<file path="config.mk">
export PLATFORM = sky130hd
export DESIGN_NAME = uart_tx_param
export DESIGN_NICKNAME = d
export VERILOG_FILES = /design/src/rtl/uart_tx_param.sv
export SDC_FILE = /design/constraint.sdc
export NUM_CORES = 1
export LEC_CHECK = 0
export ABC_AREA = 1
export CAP_MARGIN = 20
export CELL_PAD_IN_SITES_DETAIL_PLACEMENT = 0
export CELL_PAD_IN_SITES_GLOBAL_PLACEMENT = 2
export CORE_ASPECT_RATIO = 1.5
export CORE_MARGIN = 5
export CORE_UTILIZATION = 36
export DETAILED_ROUTE_END_ITERATION = 7
export GPL_ROUTABILITY_DRIVEN = 0
export PLACE_DENSITY = 0.83
export SLEW_MARGIN = 20
export SYNTH_ARGS = -nofsm -noshare
export SYNTH_HDL_FRONTEND = slang
export SYNTH_SLANG_ARGS = --single-unit
</file>
<file path="constraint.sdc">
create_clock -name clk_input -period 5.1 [get_ports clk_input]
set_input_delay 0.765 -clock clk_input [delete_from_list [all_inputs] [get_ports clk_input]]
set_output_delay 0.765 -clock clk_input [all_outputs]
set_load 0.05 [all_outputs]
</file>
<file path="src/rtl/uart_tx_param.sv">
// rtl/uart_tx_param.sv - parameterised UART transmitter with a 1-deep holding register
// Frame: start, DATA_BITS data LSB first, optional parity, STOP_BITS stop; baud divisor latched per frame.
module uart_tx_param #(
  parameter int DATA_BITS  = 8,
  parameter int PARITY_EN  = 0,
  parameter int PARITY_ODD = 0,
  parameter int STOP_BITS  = 1,
  parameter int DIV_WIDTH  = 32
) (
  input  logic                 clk_input,
  input  logic                 rst_n_input,
  input  logic [DIV_WIDTH-1:0] baud_div,
  input  logic [DATA_BITS-1:0] data_input,
  input  logic                 data_valid,
  output logic                 data_ready,
  output logic                 tx_pin,
  output logic                 tx_busy,
  output logic                 tx_done
);

  localparam int BW = $clog2(DATA_BITS + 1);

  typedef enum logic [2:0] {S_IDLE, S_START, S_DATA, S_PARITY, S_STOP} state_t;

  state_t                 state_q, state_d;
  logic [DATA_BITS-1:0]   hold_q, hold_d;
  logic                   hold_full_q, hold_full_d;
  logic [DATA_BITS-1:0]   shift_q, shift_d;
  logic                   par_q, par_d;
  logic [DIV_WIDTH-1:0]   div_q, div_d;
  logic [DIV_WIDTH-1:0]   cnt_q, cnt_d;
  logic [BW-1:0]          bit_q, bit_d;
  logic                   tx_q, tx_d;
  logic                   done_q, done_d;
  logic                   bit_end;
  logic                   load;

  assign bit_end    = (cnt_q == div_q - DIV_WIDTH'(1));
  assign data_ready = ~hold_full_q;
  assign tx_pin     = tx_q;
  assign tx_busy    = (state_q != S_IDLE);
  assign tx_done    = done_q;

  always_comb begin
    state_d     = state_q;
    hold_d      = hold_q;
    hold_full_d = hold_full_q;
    shift_d     = shift_q;
    par_d       = par_q;
    div_d       = div_q;
    cnt_d       = cnt_q;
    bit_d       = bit_q;
    tx_d        = tx_q;
    done_d      = 1'b0;
    load        = 1'b0;

    if (state_q != S_IDLE) begin
      cnt_d = bit_end ? '0 : cnt_q + DIV_WIDTH'(1);
    end

    case (state_q)
      S_IDLE: begin
        tx_d = 1'b1;
        if (hold_full_q) load = 1'b1;
      end
      S_START: begin
        if (bit_end) begin
          state_d = S_DATA;
          tx_d    = shift_q[0];
          shift_d = shift_q >> 1;
          bit_d   = '0;
        end
      end
      S_DATA: begin
        if (bit_end) begin
          if (bit_q == BW'(DATA_BITS - 1)) begin
            bit_d = '0;
            if (PARITY_EN != 0) begin
              state_d = S_PARITY;
              tx_d    = par_q;
            end else begin
              state_d = S_STOP;
              tx_d    = 1'b1;
            end
          end else begin
            tx_d    = shift_q[0];
            shift_d = shift_q >> 1;
            bit_d   = bit_q + BW'(1);
          end
        end
      end
      S_PARITY: begin
        if (bit_end) begin
          state_d = S_STOP;
          tx_d    = 1'b1;
        end
      end
      S_STOP: begin
        if (bit_end) begin
          if (bit_q == BW'(STOP_BITS - 1)) begin
            done_d = 1'b1;
            bit_d  = '0;
            if (hold_full_q) begin
              load = 1'b1;
            end else begin
              state_d = S_IDLE;
              tx_d    = 1'b1;
            end
          end else begin
            bit_d = bit_q + BW'(1);
          end
        end
      end
      default: begin
        state_d = S_IDLE;
        tx_d    = 1'b1;
      end
    endcase

    // Back-to-back frames reuse this path so the next start bit follows the last stop bit directly.
    if (load) begin
      state_d     = S_START;
      tx_d        = 1'b0;
      shift_d     = hold_q;
      par_d       = (^hold_q) ^ (PARITY_ODD != 0);
      div_d       = (baud_div < DIV_WIDTH'(2)) ? DIV_WIDTH'(2) : baud_div;
      cnt_d       = '0;
      bit_d       = '0;
      hold_full_d = 1'b0;
    end

    if (data_valid && !hold_full_q) begin
      hold_d      = data_input;
      hold_full_d = 1'b1;
    end
  end

  always_ff @(posedge clk_input or negedge rst_n_input) begin
    if (!rst_n_input) begin
      state_q     <= S_IDLE;
      hold_q      <= '0;
      hold_full_q <= 1'b0;
      shift_q     <= '0;
      par_q       <= 1'b0;
      div_q       <= '0;
      cnt_q       <= '0;
      bit_q       <= '0;
      tx_q        <= 1'b1;
      done_q      <= 1'b0;
    end else begin
      state_q     <= state_d;
      hold_q      <= hold_d;
      hold_full_q <= hold_full_d;
      shift_q     <= shift_d;
      par_q       <= par_d;
      div_q       <= div_d;
      cnt_q       <= cnt_d;
      bit_q       <= bit_d;
      tx_q        <= tx_d;
      done_q      <= done_d;
    end
  end

endmodule

</file>
==> flow_metrics.tcl, run 1 <==
set metrics [dict create \
    status "finished clean" \
    final_common_cell "nand2_1" \
    portBuffers 46 \
    final.setup_skew_ns 0.0149 \
    synth-edff-count 0 \
    finalInstanceArea_mm2 0.00666 \
    nNetsFinal 903 \
    maxSlewViolCount 0 \
    synthAdderAreaFrac_pct 0.878 \
    grt_pass1_vias 5366 \
    powerDensity_mw_per_mm2 403 \
    hold_violations 0 \
    r2r.worst_path.cells 17 \
    clock-sinks 90 \
    max-clock-path-buffers 2 \
    fin_util_pct 42.6 \
    synthArstFlopShare_pct 100 \
    syn_avg_cell_area_um2 7.06 \
    clk_pin_slew_worst_paths_ns 0.07 \
    grt_max_degree 49 \
    dieArea_mm2 0.0185 \
    yosysSeqAreaShare_pct 39.5 \
    grt_pass1_wl_um 26900 \
    cts_buffers 9 \
    finalCriticalPeriod_ns 3.53 \
    synth_top_family_by_area "simple AND/OR/NAND/NOR gates" \
    crit_path_max_incr_delay_ns 0.39 \
    worst_slew_pin_slew_ns 0.772 \
    end_kind "register" \
    fin_crit_sh_pct 69.3 \
    dp_hpwl_um 12800 \
    core_area_mm2 0.0156 \
    synthXorXnorAreaFrac_pct 8.29 \
    yosysTopAreaCell "dfrtp_1" \
    cap_violations 0 \
    cts_resized 0 \
    final_cell_mix "nand2_1, nor2_1, dfrtp_1, inv_1, clkdlybuf4s50_1" \
    synthSimpleGateAreaFrac_pct 36.9 \
    placement.cell_area_mm2 0.00637 \
    worstPathRequired_ns 5.32 \
    fp-row-count 56 \
    path_cells "inv_2 -> ha_1 -> nand3_2 -> nor2_2 -> nand2_1 -> o21ai_1 -> nand2_1 -> nor2_1 -> nand2_1 -> nor2_2 -> nand3_4 -> o21ai_4 -> nand2_2 -> buf_4 -> a21oi_2 -> buf_4 -> nor2_1" \
    crit_fanout 35 \
    hold_class "in2async" \
    antenna_left 0 \
    rsz0062_at_grt "no" \
    setup_viol 0 \
    yosysWarnings 0 \
    gr-total-overflow 0 \
    rrSetupSlack_ns 1.57 \
    grt.total_usage_pct 18.5 \
    synth_top_area_share_pct 39.1 \
    post_cts_buffers 0 \
    floorplan.initialDensity_pct 36.5 \
    drc 0 \
    die_y_um 164 \
    netlist_area_mm2 0.00570 \
    antenna_found_initial 0 \
    finalSetupTns_ns 0 \
    via_per_inst 4.88 \
    clock.fmax_mhz 283 \
    ys_top_cells_by_area "dfrtp_1, nand2_1, nor2_1" \
    cpMostUsedCell "nand2_1" \
    holdBufCountCts 0 \
    ys_types 38 \
    dr_total_vias 5190 \
    timing.rr.start "div_q[0]" \
    rr_endpoint "cnt_q[10]" \
    crit_path_end "cnt_q[10]" \
    drive_gt1_share_pct 7.43 \
    synthMuxAreaShare_pct 1.18 \
    holdWs_ns 0.424 \
    critPathSlowestCell "dfrtp_1" \
    leakagePower_nw 3.15 \
    diodes 0 \
    synth_seq_cells 90 \
    slew_headroom_pct 48.5 \
    htreeDepth 3 \
    wl_per_cell_um 15.4 \
    io_pins 47 \
    crit_start "div_q[0]" \
    wl_um 16400 \
    total_power_w 0.00269 \
    cts_tree "done" \
    syn_nets 855 \
    root_buffer "clkbuf_16" \
    die_w_um 113 \
    first_pass_iters 4 \
    worst_skew_pair.late_latency_ns 0.35 \
    syn_to_final_growth_pct 16.9 \
    arrival_ns 3.76 \
    syn_inst 808 \
    critPathLaunchType "register" \
    crit_type "reg2reg" \
    peakVddDrop_v 0.000211 \
    synth_flop_cell "dfrtp_1" \
    drtIter0Drc 273 \
    synth-compound-area-share_pct 5.88 \
]
## worst min path at each step
stage,startpoint,to,slack (ns),depth (start not counted)
after floorplan,hold_q[2],shift_q[2],0.44,2
after global placement,hold_q[3],shift_q[3],0.46,2
after detailed placement,hold_q[2],shift_q[2],0.46,2
after CTS,rst_n_input,shift_q[7],0.43,1
after global routing,rst_n_input,div_q[0],0.46,1
final,rst_n_input,div_q[2],0.42,1
## cells in the mapped netlist (2+ instances only)
library cell	number
a21oi_1	7
and2_1	3
buf_2	2
buf_4	8
clkbuf_1	5
dfrtp_1	89
ha_1	4
inv_1	75
inv_2	11
mux2_2	6
nand2_1	260
nand2_2	5
nand3_1	31
nand3b_1	9
nand4_1	17
nor2_1	133
nor2_2	8
nor2_4	2
nor3_1	9
nor4_1	10
o211ai_1	8
o21ai_0	14
o21ai_1	23
o21bai_1	2
or2_2	2
xnor2_1	16
xor2_1	38
## per-stage QoR
stage          std cells  setup WS, ns
6_report            1064          1.57
5_1_grt             1064          1.22
4_1_cts             1064          1.52
3_5_place_dp        1048          1.57
3_3_place_gp        1048          1.67
2_1_floorplan        808          2.69
## registers in the layout (all words and copies together) (netlist names)
signal,count
bit_q,4
state_q,3
tx_done,1
div_q,32
tx_pin,1
cnt_q,32
hold_full_q,1
hold_q,8
shift_q,8
## kinds of logic after synthesis
| kind of cell | count (synthesis) |
|---|---|
| buffers and inverters | 103 |
| AO/OA/AOI/OAI | 58 |
| multiplexers | 6 |
| AND/OR/NAND/NOR | 493 |
| XOR/XNOR | 54 |
| flip-flops | 90 |
| adder cells (fa/ha/maj) | 4 |
## routing by layer
| metal | global-route usage (%) | part of all wire (%) |
|---|---|---|
| met5 | 0 | 0 |
| met1 | 22.2 | 43 |
| met2 | 33.2 | 52 |
| met3 | 1.99 | 1.9 |
| met4 | 8.47 | 2.9 |
## critical path, delay by kind of cell, from the launching register on
kind | cells | cell delay (ns)
AND/OR/NAND/NOR | 10 | 1.40
buffers and inverters | 3 | 0.71
AO/OA/AOI/OAI | 3 | 0.69
flip-flops | 1 | 0.39
adder cells (fa/ha/maj) | 1 | 0.22
## cell type report
class | count | area, µm²
clock buffers | 9 | 225
clock inverters | 7 | 68.8
fillers | 1633 | 8960
inverters | 88 | 332
multi-input cells | 615 | 3030
flip-flops and latches | 90 | 2250
well taps | 203 | 254
repair buffers | 52 | 503
## power by group
part	switching, W	internal, W
sequential	0.000210	0.000895
clock	0.000327	0.000343
combinational	0.000554	0.000357
total	0.00109	0.00160
Note: power is estimated with default switching activity, not from simulation.
==> run 2, diff against run 1 <==
CORE_UTILIZATION = 33   (was 36)
PLACE_DENSITY = 0.76   (was 0.83)
clock period = 3.4 ns   (was 5.1 ns; I/O delays follow)
==> run 2 against run 1 <==
  * Largest cell class unchanged
  * Critical path type unchanged
  * Critical path depth unchanged
  * Combinational power grew 50%
  * Worst hold slack got worse by 0.18 ns
  * Non-clock buffer count is 3 higher
  * First-iteration DRC count down 31%
==> flow_metrics.tcl, run 2 (synthesized netlist as in run 1, its figures left out) <==
set metrics [dict create \
    finalSetupTns_ns 0 \
    status "finished clean" \
    crit_family "simple AND/OR/NAND/NOR gates" \
    final.setup_skew_ns 0.0162 \
    cts_buffers 9 \
    grt.total_usage_pct 16.3 \
    finalCriticalPeriod_ns 3.09 \
    critPathLaunchType "register" \
    via_per_inst 4.75 \
    core_area_mm2 0.0172 \
    critPathSlowestCell "dfrtp_1" \
    drive_gt1_share_pct 7.75 \
    placed_cells 1061 \
    cap_violations 0 \
    arrival_ns 3.33 \
    antenna_found_initial 0 \
    final_cell_mix "nand2_1, nor2_1, dfrtp_1, inv_1, clkdlybuf4s50_1" \
    syn_to_final_growth_pct 18.2 \
    io_pins 47 \
    antenna_left 0 \
    grt_pass1_wl_um 26100 \
    hold_class "in2async" \
    fillers 1854 \
    cpMostUsedCell "nand2_1" \
    seq_area_mm2 0.00225 \
    dp_hpwl_um 13200 \
    grt_pass1_vias 5097 \
    path_cells "inv_2 -> ha_1 -> nand3_2 -> nor2_2 -> nand2_1 -> o21ai_1 -> nand2_1 -> nor2_1 -> nand2_1 -> nor2_2 -> nand3_4 -> o21ai_4 -> nand2_2 -> clkinv_2 -> buf_6 -> nand3b_1 -> o21ai_0" \
    clock-sinks 90 \
    portBuffers 46 \
    grt_max_degree 63 \
    htreeDepth 3 \
    dr_total_vias 5115 \
    diodes 0 \
    multiInputGateArea_mm2 0.00303 \
    end_kind "register" \
    largest_registers "cnt_q x32, div_q x32" \
    dieArea_mm2 0.0201 \
    total_power_w 0.00406 \
    fin_crit_sh_pct 90.9 \
    cts_tree "done" \
    root_buffer "clkbuf_16" \
    final_cells 1077 \
    gr-total-overflow 0 \
    setup_viol 0 \
    rsz0062_at_grt "no" \
    drc 0 \
    max-clock-path-buffers 2 \
    worstPathRequired_ns 3.64 \
    rrSetupSlack_ns 0.31 \
    first_pass_iters 4 \
    nNetsFinal 906 \
    crit_fanout 28 \
    critPathBufInv 3 \
    slew_headroom_pct 43.4 \
    fp-row-count 59 \
    crit_type "reg2reg" \
    clock.fmax_mhz 323 \
    die_w_um 117 \
    holdBufCountCts 0 \
    wl_um 16300 \
    powerDensity_mw_per_mm2 602 \
    maxSlewViolCount 0 \
    drtIter0Drc 189 \
    peakVddDrop_v 0.000248 \
    floorplan.initialDensity_pct 33.1 \
    final_common_cell "nand2_1" \
    leakagePower_nw 3.18 \
    crit_path_max_incr_delay_ns 0.39 \
    wl_per_cell_um 15.1 \
    hold_violations 0 \
    worst_skew_pair.late_latency_ns 0.34 \
    worst_slew_pin_slew_ns 0.849 \
    clk_pin_slew_worst_paths_ns 0.08 \
    die_y_um 171 \
]
run 2: cell count changes in the layout (fill, tap and decap cells not counted):
| cell | before | now |
|---|---|---|
| inv_8 | 1 | 2 |
| clkinv_8 | 1 | 2 |
| clkinvlp_4 | 2 | 0 |
| buf_6 | 0 | 1 |
| buf_12 | 0 | 2 |
run 2: layout make-up:
| cell class | count | area share [%] |
|---|---|---|
| clock buffer | 9 | 3.34 |
| multi-input combinational | 615 | 44.9 |
| tap | 213 | 3.95 |
| timing repair buffer | 55 | 8.22 |
| clock inverter | 7 | 1.21 |
| inverter | 88 | 4.92 |
| sequential | 90 | 33.4 |
run 2: worst paths after layout:
kind,from,end,depth (start not counted)
worst max-delay path,div_q[0],div_q[0],17
worst min-delay path,rst_n_input,hold_q[4],1
worst max register to register,div_q[0],div_q[0],17
worst min register to register,hold_q[2],shift_q[2],2
max in group asynchronous,rst_n_input,div_q[12],2
min in group clk_input,hold_q[2],shift_q[2],2
run 2: through the flow:
step / worst slack, ns / area (µm²) / utilization [%] / hold slack (ns)
global route: 0.0366 / 6740 / 39.2 / 0.324
global placement: 0.332 / 6430 / 37.4 / 0.460
detailed placement: 0.238 / 6430 / 37.4 / 0.466
floorplan: 0.987 / 5700 / - / 0.214
CTS: 0.219 / 6740 / 39.2 / 0.279
finish: 0.308 / 6740 / 39.2 / 0.243
run 2: per-layer routing:
metal | GRT usage, % | share of wire (%)
met1 | 20.2 | 44
met2 | 29.6 | 52
met3 | 1.79 | 2.3
met4 | 5.35 | 2.2
met5 | 0 | 0
run 2: repair_timing:
item	CTS	global route
buffers inserted	0	0
gates resized for setup	0	1
endpoints found under the hold margin	0	0
endpoints found under the setup margin	0	1
run 2: power by group:
group          total, W  internal (W)  switching [W]
clock network   0.00102      0.000526       0.000489
registers       0.00167       0.00134       0.000329
logic           0.00137      0.000538       0.000833
run 2: worst register-to-register path: stages, from the launching register on:
cell and delay (ns):
dfrtp_1 0.39, inv_2 0.10, ha_1 0.21, nand3_2 0.17, nor2_2 0.29, nand2_1 0.15
o21ai_1 0.15, nand2_1 0.06, nor2_1 0.14, nand2_1 0.08, nor2_2 0.16, nand3_4 0.16
o21ai_4 0.17, nand2_2 0.21, clkinv_2 0.14, buf_6 0.21, nand3b_1 0.10, o21ai_0 0.10
==> run 3, diff against run 2 <==
clock period = 3.25 ns   (was 3.4 ns; I/O delays follow)
==> run 3 against run 2 <==
  * Routed wire length increased by 0.97%
  * First-iteration DRC count up 7.9%
  * Critical endpoint is now state_q[1]
  * Worst setup slack got worse by 0.016 ns
  * Clock-buffer cell count is the same
  * Via count down 0.16%
  * Sequential cell count stayed put
  * Highest routed layer unchanged
  * Design area increased by 1.0%
  * Sequential power is 6% higher
  * Critical path depth up 3
==> flow_metrics.tcl, run 3 (synthesized netlist as in run 1, its figures left out) <==
set metrics [dict create \
    wl_per_cell_um 15.2 \
    multiInputGateArea_mm2 0.00305 \
    finalSetupTns_ns 0 \
    crit_start "div_q[0]" \
    clk_pin_slew_worst_paths_ns 0.07 \
    slew_headroom_pct 65.1 \
    fillers 1874 \
    cap_violations 0 \
    largest_registers "cnt_q x32, div_q x32" \
    htreeDepth 3 \
    fin_crit_sh_pct 91.0 \
    drtIter0Drc 204 \
    critPathSlowestCell "dfrtp_1" \
    die_w_um 117 \
    p_int_w 0.00265 \
    worst_skew_pair.late_latency_ns 0.34 \
    timing.rr.start "div_q[0]" \
    arrival_ns 3.19 \
    holdWs_ns 0.181 \
    grt_max_degree 91 \
    power.share.combinational_pct 33.2 \
    hold_class "in2async" \
    p_sw_w 0.00172 \
    p_seq_share_pct 40.5 \
    crit_type "reg2reg" \
    antenna_found_initial 0 \
    worst_slew_pin_slew_ns 0.518 \
    core_area_mm2 0.0172 \
    end_kind "register" \
    cpMostUsedCell "nand2_1" \
    setup_viol 0 \
    fp-row-count 59 \
    seq_area_mm2 0.00225 \
    critPathLaunchType "register" \
    drive_gt1_share_pct 8.42 \
    grt_pass1_vias 5124 \
    die_y_um 171 \
    maxSlewViolCount 0 \
    syn_to_final_growth_pct 19.4 \
    fin_util_pct 39.6 \
    finalCriticalPeriod_ns 2.96 \
    placed_cells 1063 \
    dr_total_vias 5107 \
    path_cells "inv_2 -> ha_1 -> nand3_4 -> nor2_4 -> nand2_2 -> inv_2 -> nand2_1 -> nand2_1 -> nand2_1 -> nor2_1 -> nand2_1 -> nor2_4 -> nand3_4 -> o21ai_4 -> nand2_2 -> buf_4 -> nand2_1 -> nand2_1 -> nand2_1 -> nand2_1" \
    clkPwrFrac_pct 26.3 \
    final_cell_mix "nand2_1, nor2_1, dfrtp_1, inv_1, clkdlybuf4s50_1" \
    gr-total-overflow 0 \
    crit_fanout 8 \
    nNetsFinal 909 \
    rrSetupSlack_ns 0.29 \
    floorplan.initialDensity_pct 33.1 \
    max-clock-path-buffers 2 \
    powerDensity_mw_per_mm2 643 \
    dieArea_mm2 0.0201 \
    grt_pass1_wl_um 26300 \
    via_per_inst 4.73 \
    peakVddDrop_v 0.000288 \
    dp_hpwl_um 13000 \
    wl_um 16400 \
    worstPathRequired_ns 3.48 \
    rr_endpoint "state_q[1]" \
    clock.fmax_mhz 338 \
    leakagePower_nw 3.20 \
    diodes 0 \
    portBuffers 46 \
    status "finished clean" \
    holdBufCountCts 0 \
    crit_path_max_incr_delay_ns 0.40 \
    switching_share_pct 39.3 \
    grt.total_usage_pct 16.5 \
    final_cells 1080 \
    cts_buffers 9 \
    hold_violations 0 \
    final.setup_skew_ns 0.0113 \
    first_pass_iters 4 \
    cts_tree "done" \
    root_buffer "clkbuf_16" \
    antenna_left 0 \
    r2r.worst_path.cells 20 \
    final_common_cell "nand2_1" \
    clock-sinks 90 \
    drc 0 \
    io_pins 47 \
]
## run 3: how the worst max path moves through the flow
stage,to,slack (ns),cells past startpoint
4_1_cts,div_q[1],0.14,17
3_3_place_gp,div_q[1],0.24,17
5_1_grt,state_q[0],-0.01,18
3_5_place_dp,div_q[27],0.19,17
6_report,state_q[1],0.29,20
2_1_floorplan,cnt_q[2],0.84,18
## run 3: per-layer routing
layer | GRT usage, % | up-vias | share of wire [%]
li1 | - | 2645 | -
met1 | 19.6 | 2389 | 43
met2 | 30.3 | 59 | 52
met3 | 2.08 | 14 | 2.6
met4 | 5.96 | 0 | 2.0
met5 | 0 | - | 0
## run 3: critical path, delay by kind of cell, from the launching register on
kind | cells | cell delay (ns)
AOI/OAI and AO/OA | 1 | 0.17
buffers and inverters | 3 | 0.41
DFF | 1 | 0.40
and+or+nand+nor | 15 | 1.60
adders and majority gates | 1 | 0.26
## run 3: power by group through the flow
stage | sequential, W | clock (W) | combinational, W
final | 0.00177 | 0.00115 | 0.00145
after global routing | 0.00181 | 0.00123 | 0.00166
after CTS | 0.00177 | 0.00121 | 0.00146
after detailed placement | 0.00179 | 0 | 0.00145
after global placement | 0.00179 | 0 | 0.00145
after floorplan | 0.00166 | 0 | 0.00106
## run 3: cell type report
type                       count  area share [%]
sequential                    90            33.1
inverter                      88            4.87
timing repair buffer          58            8.53
clock buffer                   9            3.31
clock inverter                 7            1.47
tap                          213            3.91
multi-input combinational    615            44.8
## run 3: per-stage QoR
stage	cell area, µm²	power [W]	worst slack, ns
floorplan	5700	0.00272	0.837
global placement	6440	0.00324	0.244
detailed placement	6440	0.00324	0.188
CTS	6770	0.00443	0.143
global route	6810	0.00470	-0.0115
finish	6810	0.00437	0.292
## run 3: repair_timing
action,in CTS,in global routing
setup endpoints to repair,0,77
gates resized for setup,0,7
buffers inserted,0,1
